==> src/rtl/dmem_arbiter_if.sv <==
// Purpose: bundles the two requester ports, the busy flag and the SRAM pins of
//          dmem_arbiter so that the arbiter and its environment share one port.
// Ports (signals):
//   m0_*/m1_* : req, we, addr, wdata (requester -> arbiter), ack, rdata (arbiter -> requester)
//   busy      : arbiter not idle
//   CEN/WEN/OEN/A/D : SRAM strobes, address and write data (arbiter -> SRAM)
//   Q         : SRAM read data (SRAM -> arbiter)
// Modports: slave = arbiter side, master = requesters plus SRAM side.
interface dmem_arbiter_if #(
  parameter int unsigned ADDR_W = 7,
  parameter int unsigned DATA_W = 32
);
  logic              m0_req;
  logic              m0_we;
  logic [ADDR_W-1:0] m0_addr;
  logic [DATA_W-1:0] m0_wdata;
  logic              m0_ack;
  logic [DATA_W-1:0] m0_rdata;

  logic              m1_req;
  logic              m1_we;
  logic [ADDR_W-1:0] m1_addr;
  logic [DATA_W-1:0] m1_wdata;
  logic              m1_ack;
  logic [DATA_W-1:0] m1_rdata;

  logic              busy;
  logic              CEN;
  logic              WEN;
  logic              OEN;
  logic [ADDR_W-1:0] A;
  logic [DATA_W-1:0] D;
  logic [DATA_W-1:0] Q;

  modport slave (
    input  m0_req, m0_we, m0_addr, m0_wdata,
    input  m1_req, m1_we, m1_addr, m1_wdata,
    input  Q,
    output m0_ack, m0_rdata, m1_ack, m1_rdata,
    output busy, CEN, WEN, OEN, A, D
  );

  modport master (
    output m0_req, m0_we, m0_addr, m0_wdata,
    output m1_req, m1_we, m1_addr, m1_wdata,
    output Q,
    input  m0_ack, m0_rdata, m1_ack, m1_rdata,
    input  busy, CEN, WEN, OEN, A, D
  );
endinterface

==> src/rtl/dmem_arbiter.sv <==
// Purpose: shares one single-port data SRAM between two requesters (m0: CPU
//          load/store path, m1: loader/debug port). Arbitrates, latches the
//          winning request, drives SRAM strobes for 1+WAIT_CYC cycles and
//          returns a one-cycle ack with registered read data.
// Ports:
//   clk  : clock, rising edge
//   rst  : asynchronous reset, active-high
//   bus  : dmem_arbiter_if.slave (requester handshakes, busy, SRAM pins)
// Parameters: ADDR_W (SRAM word address width), DATA_W (data width),
//   WAIT_CYC (extra CEN-low cycles after the first access cycle, 0..15).
// Configuration macro: DMEM_ARB_FIXED_PRI_EN -- when defined m0 always wins a
//   tie (m1 may starve); when undefined ties alternate round-robin.
module dmem_arbiter #(
  parameter int unsigned ADDR_W   = 7,
  parameter int unsigned DATA_W   = 32,
  parameter int unsigned WAIT_CYC = 1
) (
  input  logic            clk,
  input  logic            rst,
  dmem_arbiter_if.slave   bus
);

  localparam int unsigned CNT_W     = 4;
  localparam int unsigned WAIT_LAST = (WAIT_CYC == 0) ? 0 : WAIT_CYC - 1;

  typedef enum logic [1:0] {IDLE, ACCESS, WAIT, RESP} state_e;

  state_e              state_q, state_d;
  logic [CNT_W-1:0]    cnt_q, cnt_d;
  logic                gnt_q, gnt_d;
  logic                we_q, we_d;
  logic [ADDR_W-1:0]   a_q, a_d;
  logic [DATA_W-1:0]   d_q, d_d;
  logic                cen_q, cen_d;
  logic                wen_q, wen_d;
  logic                busy_q, busy_d;
  logic                ack0_q, ack0_d;
  logic                ack1_q, ack1_d;
  logic [DATA_W-1:0]   rdata0_q, rdata0_d;
  logic [DATA_W-1:0]   rdata1_q, rdata1_d;
  logic                win_c;
`ifdef DMEM_ARB_FIXED_PRI_EN
`else
  logic                last_q, last_d;
`endif

  // Winner among current requesters (1 = m1)
  always_comb begin
    win_c = bus.m1_req;
    if (bus.m0_req && bus.m1_req) begin
`ifdef DMEM_ARB_FIXED_PRI_EN
      win_c = 1'b0;
`else
      win_c = ~last_q;
`endif
    end
  end

  // Next state; registered outputs are derived from the next state
  always_comb begin
    state_d  = state_q;
    cnt_d    = cnt_q;
    gnt_d    = gnt_q;
    we_d     = we_q;
    a_d      = a_q;
    d_d      = d_q;
    ack0_d   = 1'b0;
    ack1_d   = 1'b0;
    rdata0_d = rdata0_q;
    rdata1_d = rdata1_q;
`ifdef DMEM_ARB_FIXED_PRI_EN
`else
    last_d   = last_q;
`endif

    case (state_q)
      IDLE: begin
        if (bus.m0_req || bus.m1_req) begin
          state_d = ACCESS;
          gnt_d   = win_c;
          we_d    = win_c ? bus.m1_we    : bus.m0_we;
          a_d     = win_c ? bus.m1_addr  : bus.m0_addr;
          d_d     = win_c ? bus.m1_wdata : bus.m0_wdata;
`ifdef DMEM_ARB_FIXED_PRI_EN
`else
          last_d  = win_c;
`endif
        end
      end
      ACCESS: begin
        cnt_d   = '0;
        state_d = (WAIT_CYC == 0) ? RESP : WAIT;
      end
      WAIT: begin
        if (cnt_q == CNT_W'(WAIT_LAST)) state_d = RESP;
        else                            cnt_d   = cnt_q + CNT_W'(1);
      end
      RESP: begin
        state_d = IDLE;
      end
      default: begin
        state_d = IDLE;
      end
    endcase

    cen_d  = !((state_d == ACCESS) || (state_d == WAIT));
    wen_d  = cen_d ? 1'b1 : ~we_d;
    busy_d = (state_d != IDLE);

    // Entering RESP is the edge that leaves the last CEN-low cycle: capture Q
    if (state_d == RESP) begin
      ack0_d = ~gnt_q;
      ack1_d = gnt_q;
      if (!we_q) begin
        if (gnt_q) rdata1_d = bus.Q;
        else       rdata0_d = bus.Q;
      end
    end
  end

  // State and output registers
  always_ff @(posedge clk or posedge rst) begin
    if (rst) begin
      state_q  <= IDLE;
      cnt_q    <= '0;
      gnt_q    <= 1'b0;
      we_q     <= 1'b0;
      a_q      <= '0;
      d_q      <= '0;
      cen_q    <= 1'b1;
      wen_q    <= 1'b1;
      busy_q   <= 1'b0;
      ack0_q   <= 1'b0;
      ack1_q   <= 1'b0;
      rdata0_q <= '0;
      rdata1_q <= '0;
    end else begin
      state_q  <= state_d;
      cnt_q    <= cnt_d;
      gnt_q    <= gnt_d;
      we_q     <= we_d;
      a_q      <= a_d;
      d_q      <= d_d;
      cen_q    <= cen_d;
      wen_q    <= wen_d;
      busy_q   <= busy_d;
      ack0_q   <= ack0_d;
      ack1_q   <= ack1_d;
      rdata0_q <= rdata0_d;
      rdata1_q <= rdata1_d;
    end
  end

`ifdef DMEM_ARB_FIXED_PRI_EN
`else
  // Last granted port; reset to m1 so the first tie goes to m0
  always_ff @(posedge clk or posedge rst) begin
    if (rst) last_q <= 1'b1;
    else     last_q <= last_d;
  end
`endif

  assign bus.CEN      = cen_q;
  assign bus.WEN      = wen_q;
  assign bus.OEN      = 1'b0;
  assign bus.A        = a_q;
  assign bus.D        = d_q;
  assign bus.busy     = busy_q;
  assign bus.m0_ack   = ack0_q;
  assign bus.m1_ack   = ack1_q;
  assign bus.m0_rdata = rdata0_q;
  assign bus.m1_rdata = rdata1_q;

endmodule
==> src/flat_wrapper.sv <==
// flat-port wrapper written by rule: the top's interface ports become plain ports
module dmem_arbiter_flat 
#(
  parameter int unsigned ADDR_W   = 7,
  parameter int unsigned DATA_W   = 32,
  parameter int unsigned WAIT_CYC = 1
)
  (clk, rst, bus_m0_req, bus_m0_we, bus_m0_addr, bus_m0_wdata, bus_m1_req, bus_m1_we, bus_m1_addr, bus_m1_wdata, bus_Q, bus_m0_ack, bus_m0_rdata, bus_m1_ack, bus_m1_rdata, bus_busy, bus_CEN, bus_WEN, bus_OEN, bus_A, bus_D);
  dmem_arbiter_if #(.ADDR_W(ADDR_W), .DATA_W(DATA_W)) bus_i ();
  input  logic clk;
  input  logic rst;
  input wire logic [$bits(bus_i.m0_req)-1:0] bus_m0_req;
  input wire logic [$bits(bus_i.m0_we)-1:0] bus_m0_we;
  input wire logic [$bits(bus_i.m0_addr)-1:0] bus_m0_addr;
  input wire logic [$bits(bus_i.m0_wdata)-1:0] bus_m0_wdata;
  input wire logic [$bits(bus_i.m1_req)-1:0] bus_m1_req;
  input wire logic [$bits(bus_i.m1_we)-1:0] bus_m1_we;
  input wire logic [$bits(bus_i.m1_addr)-1:0] bus_m1_addr;
  input wire logic [$bits(bus_i.m1_wdata)-1:0] bus_m1_wdata;
  input wire logic [$bits(bus_i.Q)-1:0] bus_Q;
  output wire logic [$bits(bus_i.m0_ack)-1:0] bus_m0_ack;
  output wire logic [$bits(bus_i.m0_rdata)-1:0] bus_m0_rdata;
  output wire logic [$bits(bus_i.m1_ack)-1:0] bus_m1_ack;
  output wire logic [$bits(bus_i.m1_rdata)-1:0] bus_m1_rdata;
  output wire logic [$bits(bus_i.busy)-1:0] bus_busy;
  output wire logic [$bits(bus_i.CEN)-1:0] bus_CEN;
  output wire logic [$bits(bus_i.WEN)-1:0] bus_WEN;
  output wire logic [$bits(bus_i.OEN)-1:0] bus_OEN;
  output wire logic [$bits(bus_i.A)-1:0] bus_A;
  output wire logic [$bits(bus_i.D)-1:0] bus_D;
  assign bus_i.m0_req = bus_m0_req;
  assign bus_i.m0_we = bus_m0_we;
  assign bus_i.m0_addr = bus_m0_addr;
  assign bus_i.m0_wdata = bus_m0_wdata;
  assign bus_i.m1_req = bus_m1_req;
  assign bus_i.m1_we = bus_m1_we;
  assign bus_i.m1_addr = bus_m1_addr;
  assign bus_i.m1_wdata = bus_m1_wdata;
  assign bus_i.Q = bus_Q;
  assign bus_m0_ack = bus_i.m0_ack;
  assign bus_m0_rdata = bus_i.m0_rdata;
  assign bus_m1_ack = bus_i.m1_ack;
  assign bus_m1_rdata = bus_i.m1_rdata;
  assign bus_busy = bus_i.busy;
  assign bus_CEN = bus_i.CEN;
  assign bus_WEN = bus_i.WEN;
  assign bus_OEN = bus_i.OEN;
  assign bus_A = bus_i.A;
  assign bus_D = bus_i.D;
  dmem_arbiter #(.ADDR_W(ADDR_W), .DATA_W(DATA_W), .WAIT_CYC(WAIT_CYC)) u_core (.clk(clk), .rst(rst), .bus(bus_i));
endmodule
==> config.mk <==
export PLATFORM = sky130hd
export DESIGN_NAME = dmem_arbiter_flat
export DESIGN_NICKNAME = d
export VERILOG_FILES = /design/src/rtl/dmem_arbiter_if.sv /design/src/rtl/dmem_arbiter.sv /design/src/flat_wrapper.sv
export SDC_FILE = /design/constraint.sdc
export NUM_CORES = 1
export LEC_CHECK = 0
export ABC_CLOCK_PERIOD_IN_PS = 5300
export BUFFER_PORTS_ARGS = -buffer_cell sky130_fd_sc_hd__buf_2
export CORE_ASPECT_RATIO = 0.7
export CORE_MARGIN = 2
export CORE_UTILIZATION = 45
export CTS_CLUSTER_SIZE = 8
export DETAILED_ROUTE_END_ITERATION = 8
export GPL_TIMING_DRIVEN = 0
export PLACE_DENSITY = 0.84
export SYNTH_ARGS = -nofsm -noshare
export SYNTH_HDL_FRONTEND = slang
export SYNTH_SLANG_ARGS = --single-unit
==> constraint.sdc <==
create_clock -name clk -period 5.3 [get_ports clk]
set_clock_uncertainty 0.2 [all_clocks]
set_input_delay 0.795 -clock clk [delete_from_list [all_inputs] [get_ports clk]]
set_output_delay 0.795 -clock clk [all_outputs]
set_load 0.05 [all_outputs]
* Word level (Yosys, flattened, before mapping)
Index checks and enable logic that the tools add are counted.
Storage, ports and cells: logic and storage cells 52, bits of input ports 116, output and inout bits 109, flip-flop bits (word level) 117
Cells by class: multiplexer cells 14, reductions and logical operators 12, add/subtract/negate cells 1, eq/ne operators 7, bitwise logic cells 4
Operators by type and width (count):
- $mux 32 | 1
- $eq 2x2->1 const B | 4
- $pmux 2 s4 | 1
- $pmux 4 s2 | 1
- $mux 1 | 7
- $mux 7 | 1
- $reduce_and 3->1 | 2
- $add 4x1->4 const B | 1
- $eq 2x1->1 const B | 2
- $logic_not 4->1 | 1
- $mux 2 | 2
- $mux 4 | 1
- $not 1->1 | 4
- $reduce_and 2->1 | 2
- $reduce_bool 2->1 | 2
- $logic_not 2->1 | 1
- $logic_or 1x1->1 | 2
- $ne 2x2->1 const B | 1
- $logic_and 1x1->1 | 1
- $logic_not 1->1 | 1

* Logic depth before layout (Yosys ltp)
word-level depth 7, depth in mapped cells 11, gate-level depth less buffers 9

* Worst setup path before layout
OpenSTA, ideal clock, no wires.
kind register -> register, from register u_core.cnt_q[0], to register u_core.rdata0_q[0], in the netlist u_core.bus.m0_rdata[0], cell stages (with the launch flop) 12, slack 2661 ps, required time 4975 ps, period minus slack after synthesis 2639 ps, setup time 125 ps, path buffers 2, arrival 2313 ps, path through dfrtp_1 > inv_1 > ha_1 > or3b_1 > mux2i_1 > o22a_1 > ha_1 > nor2b_2 > nor2b_4 > buf_6 > buf_6 > mux2_4
Between the ends: cells in the longest elaborated chain, start to end 5
Ends and longest elaborated chain:
- start, declared | line dmem_arbiter.sv:29 | logic [CNT_W-1:0] cnt_q, cnt_d;
- start signal, assigned | line dmem_arbiter.sv:139 | cnt_q <= cnt_d;
- $logic_not 4->1 | line dmem_arbiter.sv:95 | if (cnt_q == CNT_W'(WAIT_LAST)) state_d = RESP;
- $mux 2 | line dmem_arbiter.sv:95
- $pmux 2 s4 | line dmem_arbiter.sv:76 | case (state_q)
- net u_core.state_d[0] | line dmem_arbiter.sv:28 | state_e state_q, state_d;
- $eq 2x2->1 | line dmem_arbiter.sv:111 | if (state_d == RESP) begin
- $reduce_and 3->1 (no line)
- end signal, assigned | line dmem_arbiter.sv:149 | rdata0_q <= rdata0_d;
- end, declared | line dmem_arbiter.sv:39 | logic [DATA_W-1:0] rdata0_q, rdata0_d;
The timed path passes the listed nets, and every way through them passes these cells. A chain may end at the register's enable or synchronous reset.

* Worst setup path in the final report
from register u_core.cnt_q[0], to register u_core.rdata0_q[20], in the netlist u_core.bus.m0_rdata[20]
The elaborated chain is that of the path after synthesis.

==> run summary <==
drt drc - 0
Min-Delay Startpoint - u_core.gnt_q
post-layout min period - 2.96 ns
vias in the first global route - 4,334
share of cells above drive strength 1 - 51.7%
Hold Path Depth - 1
largest family of logic cells by synthesized area - multiplexers
RSZ-0062 raised after global routing - false
DR vias - 4,098
Worst Tran Pin Value - 0.640 ns
worst relative slew slack - 57.3%
post-cts sizing count - 0
Final setup viols - 0
initial antenna violation count - 0
Synth top cells by count - 114 x dfrtp_1, 79 x a21oi_1, 60 x mux2_4
Worst R2R Setup Slack - 2.34 ns
post-synth top area share - 55.4%
Yosys cell types - 36
WL/cell - 16.6 µm
Clk pin slew, worst setup/hold paths - 0.06 ns
CP startpoint - u_core.cnt_q[0]
Seq/Total Area, Yosys - 56.9%
GRT Residual Overflow - 0
Synth area leader - dfrtp_1
Worst Path Buf+Inv - 3
Slew Viols, Final - 0
final cycle utilization of the critical path - 55.8%
setup_tns - 0 ns
total wire length - 13,700 µm
DR vias/cell - 4.96
top_reg_cell synth - dfrtp_1
CP max FO - 10
Worst Path Arrival - 3.03 ns
syn_area_per_cell - 12.3 µm²
core footprint - 11,100 µm²
worst hold path type - flip-flop to flip-flop
simple-gate share of the synthesized area - 7.73%
Initial Util - 46.4%
Crit-path slowest cell - or3b_1
Die Area - 12,300 µm²
fillers - 885
chip width - 132 µm
largest cells by area after synthesis - dfrtp_1 55%, mux2_4 17%, a21oi_1 7.7%
GRT Overall Usage - 22.9%
Antenna Cells - 0
DRT antenna net count - 0
# hold bufs at CTS - 0
CTS tree - done
CTS max path bufs - 2
drt first pass iters - 4
xor and xnor fraction of the mapped netlist area - 0.170%
root buffer cell - clkbuf_16
multi-input logic area - 1980 µm²
RR Startpoint - u_core.cnt_q[0]
first-pass GRT wire length - 22,100 µm
Final nets - 784
crit path kind - flip-flop to flip-flop
Max Fclk - 338 MHz
Iteration-0 DRC Markers - 161
Worst path top cell family by delay - simple AND/OR/NAND/NOR gates
Final Hold Vio Count - 0
YS warnings - 0
die height - 93.5 µm
Rows - 32
post-CTS setup buffers - 0
Detail Placement HPWL - 10,300 µm
Post-Synth Adder-Cell Area - 1.94%
worst-path cell chain - inv_1, ha_1, or3b_1, mux2i_1, o22a_1, ha_1, nor2b_2, nor2b_4, buf_6, buf_6, mux2_4
latest clock arrival within the worst-skew pair - 0.39 ns
largest net degree at the start of global routing - 70
FF/Latch Area - 2930 µm²
capturing point of the worst reg2reg path - u_core.bus.m0_rdata[20]
cell with the most instances after synthesis - dfrtp_1
io pins - 225
I/O Buffers - 223
area delta synth->final - 37.5%
r2r worst-path depth - 11
gp weighted congestion - 0.824
H-tree depth - 4
Worst Setup End Kind - flip-flop
Synth Instances - 417
CP required - 5.38 ns
Hold Path End - u_core.bus.m0_ack
ys async rst share - 100%
Post-Syn Area - 5150 µm²
#FFs+latches synth - 117
total CTS buffers - 17
mux cell area share after synthesis - 18.6%
slowest stage delay, CP - 0.42 ns
max cap viols - 0
result of the run - completed
Post-synth EDFFs - 0
startpoint class of the critical path - flip-flop
complex-gate fraction of the synthesized area - 9.89%
CTS Sinks - 117
syn_nets - 541
## per-stage QoR
step           hold slack (ns)  setup slack (ns)  std cells  instance area, µm²  utilization (%)
2_1_floorplan            0.246              1.21        417                5150                -
6_report                 0.274              2.34        826                7080             63.9
3_3_place_gp             0.266            0.0854        793                6460             58.2
3_5_place_dp             0.267              2.38        794                6490             58.5
4_1_cts                  0.278              2.33        826                7080             63.9
5_1_grt                  0.297              2.21        826                7080             63.9
## how the worst max path moves through the flow
stage                                    to  slack [ns]  depth (start not counted)
floorplan                   u_core.bus.A[0]        1.21                          1
global placement           u_core.bus.D[15]        0.09                          2
detailed placement  u_core.bus.m0_rdata[23]        2.38                         11
CTS                 u_core.bus.m0_rdata[23]        2.33                         11
global route        u_core.bus.m0_rdata[23]        2.21                         11
finish              u_core.bus.m0_rdata[20]        2.34                         11
## state kept, by name, summed over array words and instances (netlist names), 2 cells and up
register             count
u_core.bus.D            32
u_core.bus.m0_rdata     32
u_core.bus.m1_rdata     32
u_core.bus.A             7
u_core.cnt_q             4
u_core.state_q           2
## layer usage
metal	vias to the layer above	routed length [µm]	track usage, %
met5	-	0	0
li1	1912	-	-
met1	2017	5890	28.4
met2	159	7030	40.1
met4	0	138	6.43
met3	10	689	5.64
## cells by family after synthesis
kind of cell,count (synthesis)
AND/OR/NAND/NOR,95
AO/OA/AOI/OAI,95
multiplexers,65
buffers and inverters,35
flip-flops,117
other,1
XOR/XNOR,1
adder cells (fa/ha/maj),8
## cells in the final DEF, fill, tap and decap left out, drive strengths merged
cell / n
a31oi: 3
ha: 8
o21a: 1
clkinvlp: 3
dfrtp: 114
o21ai: 5
a21oi: 79
mux2: 64
o22a: 1
a21bo: 1
bufinv: 2
and2: 1
nor2: 43
or3b: 1
nand2: 41
mux2i: 1
nor3b: 1
dfstp: 3
conb: 1
inv: 14
nor2b: 3
a21o: 1
clkbuf: 22
nand3: 4
o22ai: 1
a21boi: 1
nand2b: 1
buf: 246
xnor2: 1
clkinv: 4
a311o: 1
a22o: 1
## layout make-up
class	instances	area share, %
sequential	117	41.4
multi-input combinational	265	27.9
timing repair buffer	224	16.1
clock buffer	17	6.01
buffer	27	3.00
tap	153	2.70
clock inverter	15	2.39
inverter	8	0.459
Power is not shown: default switching activity piles up to over one toggle a cycle in this logic, so the estimate is an artifact.
